==> config.mk <==
export PLATFORM = sky130hd
export DESIGN_NAME = gnn_0_example_save
export DESIGN_NICKNAME = d
export VERILOG_FILES = /design/src/rtl/gnn_0_example_save.sv
export SDC_FILE = /design/constraint.sdc
export NUM_CORES = 2
export LEC_CHECK = 0
export BUFFER_PORTS_ARGS = -buffer_cell sky130_fd_sc_hd__buf_4
export CORE_AREA = 2 2 499 501
export DETAILED_ROUTE_END_ITERATION = 12
export DIE_AREA = 0 0 501 503
export GPL_TIMING_DRIVEN = 0
export MAX_ROUTING_LAYER = met4
export PLACE_DENSITY = 0.48
export SLEW_MARGIN = 10
export SYNTH_ARGS = -nofsm -noshare
export SYNTH_HDL_FRONTEND = slang
export SYNTH_SLANG_ARGS = --single-unit
==> constraint.sdc <==
create_clock -name kernel_clk -period 74.1 [get_ports kernel_clk]
set_input_delay 7.41 -clock kernel_clk [delete_from_list [all_inputs] [get_ports kernel_clk]]
set_output_delay 7.41 -clock kernel_clk [all_outputs]
set_load 0.01 [all_outputs]
==> src/rtl/gnn_0_example_save.sv <==
// gnn_0_example_save
//
// Save engine: copies buf_len words out of the on-chip 512-entry result
// buffer into an AXI4-Stream feeding an AXI write master, then reports
// completion once the write master has finished.
//
// Ports
//   kernel_clk / kernel_rst_n     : clock, synchronous active-low reset
//   ap_start / ap_done            : one-cycle start request / done pulse
//   ctrl_addr_offset              : DRAM base address
//   ctrl_instruction              : [47:32] buf_start, [63:48] buf_len (words),
//                                   [79:64] dram_start, [95:80] dram_bytes
//   save_read_buffer_valid/_addr  : buffer read enable and word address
//   save_read_buffer_data         : read data, valid one cycle after enable
//   wr_start / wr_done            : write-master start / completion pulses
//   wr_addr_offset                : base + dram_start
//   wr_xfer_size_in_bytes         : dram_bytes
//   s_axis_*                      : stream of buffer words to the write master
module gnn_0_example_save #(
  parameter int SAVE_INST_LENGTH   = 96,
  parameter int C_M_AXI_ADDR_WIDTH = 64,
  parameter int C_M_AXI_DATA_WIDTH = 512,
  parameter int C_XFER_SIZE_WIDTH  = 32
) (
  input  logic                          kernel_clk,
  input  logic                          kernel_rst_n,
  input  logic                          ap_start,
  output logic                          ap_done,
  input  logic [C_M_AXI_ADDR_WIDTH-1:0] ctrl_addr_offset,
  input  logic [SAVE_INST_LENGTH-1:0]   ctrl_instruction,
  output logic                          save_read_buffer_valid,
  output logic [8:0]                    save_read_buffer_addr,
  input  logic [C_M_AXI_DATA_WIDTH-1:0] save_read_buffer_data,
  output logic                          wr_start,
  input  logic                          wr_done,
  output logic [C_M_AXI_ADDR_WIDTH-1:0] wr_addr_offset,
  output logic [C_XFER_SIZE_WIDTH-1:0]  wr_xfer_size_in_bytes,
  output logic                          s_axis_tvalid,
  input  logic                          s_axis_tready,
  output logic [C_M_AXI_DATA_WIDTH-1:0] s_axis_tdata,
  output logic                          s_axis_tlast
);

  typedef enum logic [1:0] {
    S_IDLE    = 2'd0,
    S_DECODE  = 2'd1,
    S_STREAM  = 2'd2,
    S_WAIT_WR = 2'd3
  } state_t;

  state_t r_state;
  state_t w_next_state;

  // Latched instruction fields
  logic [8:0]                    r_buf_start;
  logic [15:0]                   r_buf_len;
  logic [15:0]                   r_dram_start;
  logic [15:0]                   r_dram_bytes;
  logic [C_M_AXI_ADDR_WIDTH-1:0] r_addr_offset;

  // Progress counters: words read from the buffer, beats sent on the stream
  logic [15:0] r_rd_cnt;
  logic [15:0] r_beat_cnt;
  logic        r_wr_done_seen;
  logic        r_ap_done;

  // Read pipeline and 2-entry output FIFO
  logic                          r_rd_vld_p1;
  logic [C_M_AXI_DATA_WIDTH-1:0] r_fifo_data [2];
  logic [1:0]                    r_count;
  logic                          r_wptr;
  logic                          r_rptr;

  logic       w_start_acc;
  logic       w_pop;
  logic       w_rd_en;
  logic [2:0] w_occ_after_pop;
  logic       w_last_beat;
  logic       w_wr_start;
  logic       w_done_set;
  logic [8:0] w_rd_addr;
  logic       w_unused_inst;

  // Bits of the instruction word this engine does not consume.
  assign w_unused_inst = ^{ctrl_instruction[31:0], ctrl_instruction[47:41]};

  assign w_start_acc = (r_state == S_IDLE) && ap_start;
  assign w_pop       = (r_count != 2'd0) && s_axis_tready;

  // Words already committed (buffered or in flight) once this cycle's pop
  // leaves; a new read is allowed only if it still fits in the FIFO.
  assign w_occ_after_pop = 3'(r_count) + 3'(r_rd_vld_p1) - 3'(w_pop);
  assign w_rd_en = (r_state == S_STREAM) && (r_rd_cnt < r_buf_len) &&
                   (w_occ_after_pop < 3'd2);

  // The FIFO head is always beat number r_beat_cnt.
  assign w_last_beat = w_pop && (r_beat_cnt == r_buf_len - 16'd1);

  assign w_rd_addr = r_buf_start + r_rd_cnt[8:0];

  always_comb begin
    w_next_state = r_state;
    w_wr_start   = 1'b0;
    w_done_set   = 1'b0;
    unique case (r_state)
      S_IDLE: begin
        if (ap_start) w_next_state = S_DECODE;
      end
      S_DECODE: begin
        if (r_buf_len == 16'd0) begin
          w_done_set   = 1'b1;
          w_next_state = S_IDLE;
        end else begin
          w_wr_start   = 1'b1;
          w_next_state = S_STREAM;
        end
      end
      S_STREAM: begin
        if (w_last_beat) begin
          if (r_wr_done_seen || wr_done) begin
            w_done_set   = 1'b1;
            w_next_state = S_IDLE;
          end else begin
            w_next_state = S_WAIT_WR;
          end
        end
      end
      S_WAIT_WR: begin
        if (wr_done) begin
          w_done_set   = 1'b1;
          w_next_state = S_IDLE;
        end
      end
      default: w_next_state = S_IDLE;
    endcase
  end

  always_ff @(posedge kernel_clk) begin
    if (!kernel_rst_n) r_state <= S_IDLE;
    else               r_state <= w_next_state;
  end

  always_ff @(posedge kernel_clk) begin
    if (!kernel_rst_n) begin
      r_buf_start    <= '0;
      r_buf_len      <= '0;
      r_dram_start   <= '0;
      r_dram_bytes   <= '0;
      r_addr_offset  <= '0;
      r_rd_cnt       <= '0;
      r_beat_cnt     <= '0;
      r_wr_done_seen <= 1'b0;
      r_ap_done      <= 1'b0;
    end else begin
      r_ap_done <= w_done_set;
      if (w_start_acc) begin
        r_buf_start    <= ctrl_instruction[40:32];
        r_buf_len      <= ctrl_instruction[63:48];
        r_dram_start   <= ctrl_instruction[79:64];
        r_dram_bytes   <= ctrl_instruction[95:80];
        r_addr_offset  <= ctrl_addr_offset;
        r_rd_cnt       <= '0;
        r_beat_cnt     <= '0;
        r_wr_done_seen <= 1'b0;
      end else begin
        if (w_rd_en) r_rd_cnt   <= r_rd_cnt + 16'd1;
        if (w_pop)   r_beat_cnt <= r_beat_cnt + 16'd1;
        // The write master may finish before the stream drains; remember it.
        if (wr_done && (r_state != S_IDLE)) r_wr_done_seen <= 1'b1;
      end
    end
  end

  // ---- stage p0 -> p1: buffer read issued, data returns next cycle ----
  always_ff @(posedge kernel_clk) begin
    if (!kernel_rst_n) r_rd_vld_p1 <= 1'b0;
    else               r_rd_vld_p1 <= w_rd_en;
  end

  // ---- stage p1 -> FIFO: returning word captured, head drives the stream ----
  always_ff @(posedge kernel_clk) begin
    if (!kernel_rst_n) begin
      r_count <= '0;
      r_wptr  <= 1'b0;
      r_rptr  <= 1'b0;
    end else begin
      r_count <= r_count + 2'(r_rd_vld_p1) - 2'(w_pop);
      if (r_rd_vld_p1) r_wptr <= ~r_wptr;
      if (w_pop)       r_rptr <= ~r_rptr;
    end
  end

  always_ff @(posedge kernel_clk) begin
    if (r_rd_vld_p1) r_fifo_data[r_wptr] <= save_read_buffer_data;
  end

  assign save_read_buffer_valid = w_rd_en;
  assign save_read_buffer_addr  = w_rd_en ? w_rd_addr : 9'd0;

  assign s_axis_tvalid = (r_count != 2'd0);
  assign s_axis_tdata  = s_axis_tvalid ? r_fifo_data[r_rptr] : '0;
  assign s_axis_tlast  = s_axis_tvalid && (r_beat_cnt == r_buf_len - 16'd1);

  assign wr_start              = w_wr_start;
  assign ap_done               = r_ap_done;
  assign wr_addr_offset        = r_addr_offset + C_M_AXI_ADDR_WIDTH'(r_dram_start);
  assign wr_xfer_size_in_bytes = C_XFER_SIZE_WIDTH'(r_dram_bytes);

endmodule

* After elaboration in Yosys (flattened, before gate mapping)
Memory sizes are Yosys's and may differ from the RTL's. A register that Yosys moved wholly into a read port is not among the register bits.
Index checks and enable logic that the tools add are counted.
** Word-level totals
- Register bits :: 162
- Latch bits :: 0
- Bits in writable memories :: 1024
- ROM bits :: 0
- Memories :: 1
** Memories
- r_fifo_data :: depth 2, width 512, read ports 1, clocked after Yosys merged registers in 1, wr ports 1, line 69 : logic [C_M_AXI_DATA_WIDTH-1:0] r_fifo_data [2];
** Cells by class
- $add $sub $neg :: 9
- $mul :: 0
- Divide/modulo/power cells :: 0
- Order comparisons :: 2
- Equality and inequality tests :: 7
- Shifts and indexed selects :: 0
- Multiplexer cells :: 19
- Bitwise gates (word level) :: 3
- Reduce and logical (&&, ||, !) cells :: 14
** Operators by type and width (count)
- two-way mux 512 bit :: 1
- adder 64 x 16 -> 64 bit :: 1
- adder 16 x 1 -> 16 bit, second input constant :: 2
- equality test 16 bit :: 1
- logical NOT 16 bit :: 1
- < comparator 16 bit :: 1
- subtractor 16 x 1 -> 16 bit, second input constant :: 1
- two-way mux 1 bit :: 10
- two-way mux 2 bit :: 5
- adder 9 bit :: 1
- two-way mux 9 bit :: 1
- case mux 2 bit (4 select lines) :: 1
- logical AND 1 bit :: 7
- != test 2 bit, second input constant :: 3
- equality test 2 bit, second input constant :: 2
- nonzero test 2 bit :: 2
- adder 2 x 1 -> 3 bit :: 1
- < comparator 3 x 2 -> 1 bit, second input constant :: 1
- NOT 1 bit :: 3
- case mux 1 bit (3 select lines) :: 1
- AND reduction 3 bit :: 1
- subtractor 3 x 1 -> 3 bit :: 1
- adder 2 x 1 -> 2 bit :: 1
- equality test 2 x 1 -> 1 bit, second input constant :: 1
- 4 further kinds :: 4

* Logic depth before layout (Yosys ltp)
- Word-level depth :: 6
- Depth in mapped cells :: 16

* Least setup slack after synthesis
Ideal clock, no wire load.
- Kind :: register to register
- Start :: register r_wptr
- End :: memory r_fifo_data[0][0], enable pin
- Library setup time :: 1.461 ns
- Data arrival time :: 22.854 ns
- Slack :: 49.785 ns
- Cell stages (with the launch flop) :: 2
- Path buffers :: 0
- Period minus slack after synthesis :: 24.315 ns
- Cell sequence :: dfxtp_1 nor2b_1
** RTL lines
- start: declaration :: line 71 : logic r_wptr;
- start signal: assignment :: line 188 : if (r_rd_vld_p1) r_wptr <= ~r_wptr;
- end: declaration :: line 69
No word-level cell before the write port.

* Worst setup path in the final report
- Start :: input s_axis_tready
- End :: output save_read_buffer_addr[4]
** Between the ends
- Longest elaborated chain between the ends :: 5
** RTL lines
- start: declaration :: line 39 : input logic s_axis_tready,
- logical AND 1 bit :: line 88 : assign w_pop = (r_count != 2'd0) && s_axis_tready;
- named net w_pop :: line 75 : logic w_pop;
- subtractor 3 x 1 -> 3 bit :: line 92 : assign w_occ_after_pop = 3'(r_count) + 3'(r_rd_vld_p1) - 3'(w_pop);
- < comparator 3 x 2 -> 1 bit :: line 94 : (w_occ_after_pop < 3'd2);
- logical AND 1 bit :: line 93 : assign w_rd_en = (r_state == S_STREAM) && (r_rd_cnt < r_buf_len) &&
- two-way mux 9 bit :: line 198 : assign save_read_buffer_addr = w_rd_en ? w_rd_addr : 9'd0;
- end: declaration :: line 32 : output logic [8:0] save_read_buffer_addr,
The timed path passes the listed nets, and every way through them passes these cells.

==> qor.yml <==
pwr:
  switchingPower_uw: 744.5
  internal-power_mw: 1.455
  leakagePower_nw: 24.18
  seqPwrFrac_pct: 35.9
  power_mw: 2.200
  clockPowerShare_pct: 32.3
  vdd_drop_max_mv: 0.02189
  swShare_pct: 33.85
  p_per_area_nw_per_um2: 32.93
  comb_power_share_pct: 31.8
timing:
  hold_viol: 0
  tightestPinTransition_ns: 1.218
  setup_viol: 0
  tns_ns: 0
  fmax_ghz: 0.05529
  drv_slew: 0
  skew_ns: 0.06834
  fin_crit_ns: 18.09
  max-slew-margin-rel_pct: 18.78
  period_share_pct: 24.41
  whs_ns: 0.4563
  rsz0062_at_grt: "no"
floorplanning:
  core_um2: 247100
  die_w_um: 501
  pin_count: 1299
  dieArea_um2: 252000
  num_rows: 183
  die_height_um: 503
  start_util_pct: 19.28
clock_tree:
  clkTransAtPathRegs_ns: 0.05
  worstSkewPairLatency_ns: 0.82
  cts_resized: 0
  htree_levels: 4
  clock-root-buffer: "clkbuf_16"
  ctsHoldBuffers: 0
  cts_tree: "yes"
  cts_sinks: 1187
  cts_inserted_buffers: 144
  post_cts_buffers: 0
  cts_buffer_depth: 3
global_routing:
  antenna_found_initial: 71
  grt_overflow_total: 0
  grt_usage_pct: 15.66
  grt_max_degree: 54
  grt_pass1_vias: 33650
  grt_pass1_wl_um: 268400
min_path:
  hp-class: "reg -> reg"
  holdPathStages: 2
run:
  maxCapViolations: 0
logic_synthesis:
  synth-edff-count: 1024
  syn_area_um2: 47630
  synth_top_family_by_area: "multiplexers"
  synth_mux_area_share_pct: 10.85
  avgSynthCellArea_um2: 14.08
  ys_warn_count: 0
  async_flop_share_pct: 0
  synth_most_common_cell: "edfxtp_1"
  synth_top_area_share_pct: 64.55
  synth_ff_type: "edfxtp_1"
  yosys.area_share.simple_pct: 9.272
  synthTopCellsByArea: "edfxtp_1, mux2i_1, dfxtp_1"
  syn-instance-count: 3384
  ys_types: 72
  synth_compound_area_share_pct: 3.097
  synth-seq-cells: 1187
  ys_seq_area_share_pct: 71.40
  synth_commonest_cells: "edfxtp_1, nor2_1, mux2i_1"
  synthAdderAreaFrac_pct: 1.303
  synthXorXnorAreaFrac_pct: 2.041
  yosys.area.top_type: "edfxtp_1"
routing:
  wl_per_cell_um: 24.46
  drc_errors: 0
  vias: 33200
  drt-pass1-iter-count: 5
  vias_per_cell: 4.043
  drt_iter0_markers: 2071
  wl_um: 200800
  final_antenna_net_count: 0
layout:
  drive_gt1_share_pct: 31.14
  nets: 5548
  syn_to_final_growth_pct: 40.23
  fin_cells: 8211
worst_setup_path:
  startpoint_type: "primary input"
  worstRegToRegCells: 14
  end_kind: "output port"
  crit_fanout: 10
  worstPathRequired_ns: 66.69
  worstPathArrival_ns: 10.68
  path_class: "in -> out"
place:
  dp_cells: 7915
  gp_congestion: 0.8703
  hpwl_um: 162800
  port_buffers: 1243
run_status:
  status: "finished, final reports clean"
[final timing paths]
| check | start | end | slack, ns |
|---|---|---|---|
| hold reg to reg | r_dram_bytes[1] | r_dram_bytes[1] | 0.46 |
| hold / removal | r_dram_bytes[1] | r_dram_bytes[1] | 0.46 |
| setup / recovery | s_axis_tready | save_read_buffer_addr[4] | 56.01 |
| setup reg to reg | r_count[1] | r_rd_cnt[13] | 70.26 |
[registers in the layout, indices dropped and copies added, names as in the netlist, named ones only]
| name | count |
|---|---|
| ap_done | 1 |
| r_addr_offset | 64 |
| r_beat_cnt | 16 |
| r_buf_len | 16 |
| r_buf_start | 9 |
| r_count | 2 |
| r_dram_bytes | 16 |
| r_dram_start | 16 |
| r_fifo_data | 1024 |
| r_rd_cnt | 16 |
| r_rd_vld_p1 | 1 |
| r_rptr | 1 |
| r_state | 2 |
| r_wptr | 1 |
| r_wr_done_seen | 1 |
[stage by stage]
| stage | util (%) | setup slack [ns] | instance area [um2] |
|---|---|---|---|
| after floorplan | - | 49.78 | 47690 |
| after global placement | 24.72 | 31.59 | 61070 |
| after detailed placement | 25.07 | 56.00 | 61930 |
| after CTS | 27.00 | 55.99 | 66710 |
| after global routing | 27.03 | 55.75 | 66790 |
| final | 27.04 | 56.01 | 66800 |
[final cells by class]
cell class	instances	area, um2
Fill cell	25800	180300
Sequential cell	1187	34010
Multi-Input combinational cell	1979	12730
Timing Repair Buffer	1279	10160
Tap cell	3237	4050
Clock buffer	179	3745
Clock inverter	82	1041
Buffer	198	838.3
Inverter	35	131.4
Antenna cell	35	87.58
[placed cells by master (no fill, tap or decap), types with 43 or more instances in the layout]
cell type  synthesis  layout
dfxtp_1          163     163
nand2_1          286     286
nor2_1           579     578
xnor2_1           74      74
buf_4             18    1261
ha_1              44      44
a21oi_1          150     150
clkbuf_16          0     144
mux2i_1          515     515
clkbuf_1         121     154
buf_1             44      43
edfxtp_1        1024    1024
[cells by family after synthesis]
kind of cell	count (synthesis)
xor+xnor	111
other cells	1
compound gates	242
simple gates	1046
flops	1187
buf+inv	233
mux	516
fa+ha+maj	48
[critical path, cell delays in order]
cell and delay (ns):
buf_4 0.14, o21a_1 0.12, buf_2 0.24, ha_1 0.28, inv_1 0.06, ha_1 0.13
inv_1 0.05, fa_1 0.49, nor4bb_1 0.29, nand2_1 0.15, a21oi_2 0.20, o21ai_2 0.12
a21o_1 0.17, buf_2 0.19, buf_2 0.21, nor3_1 0.23, buf_4 0.17
[per-layer routing]
layer  GRT usage (%)  vias to the layer above  part of all wire [%]
li1                -                    15170                     -
met1           16.85                    16530                    38
met2           27.07                     1234                    50
met3           5.693                      265                   8.6
met4           4.200                        0                   2.6
met5               -                        -                     0
[power groups by stage]
stage          clock network (mW)  registers [mW]  logic, mW
2_1_floorplan                   0           0.840      0.321
3_3_place_gp                    0           0.875      0.696
3_5_place_dp                    0           0.804      0.711
4_1_cts                     0.733           0.790      0.714
5_1_grt                     0.757           0.793      0.746
6_report                    0.711           0.790      0.699
Note: power is estimated with default switching activity, not from simulation.
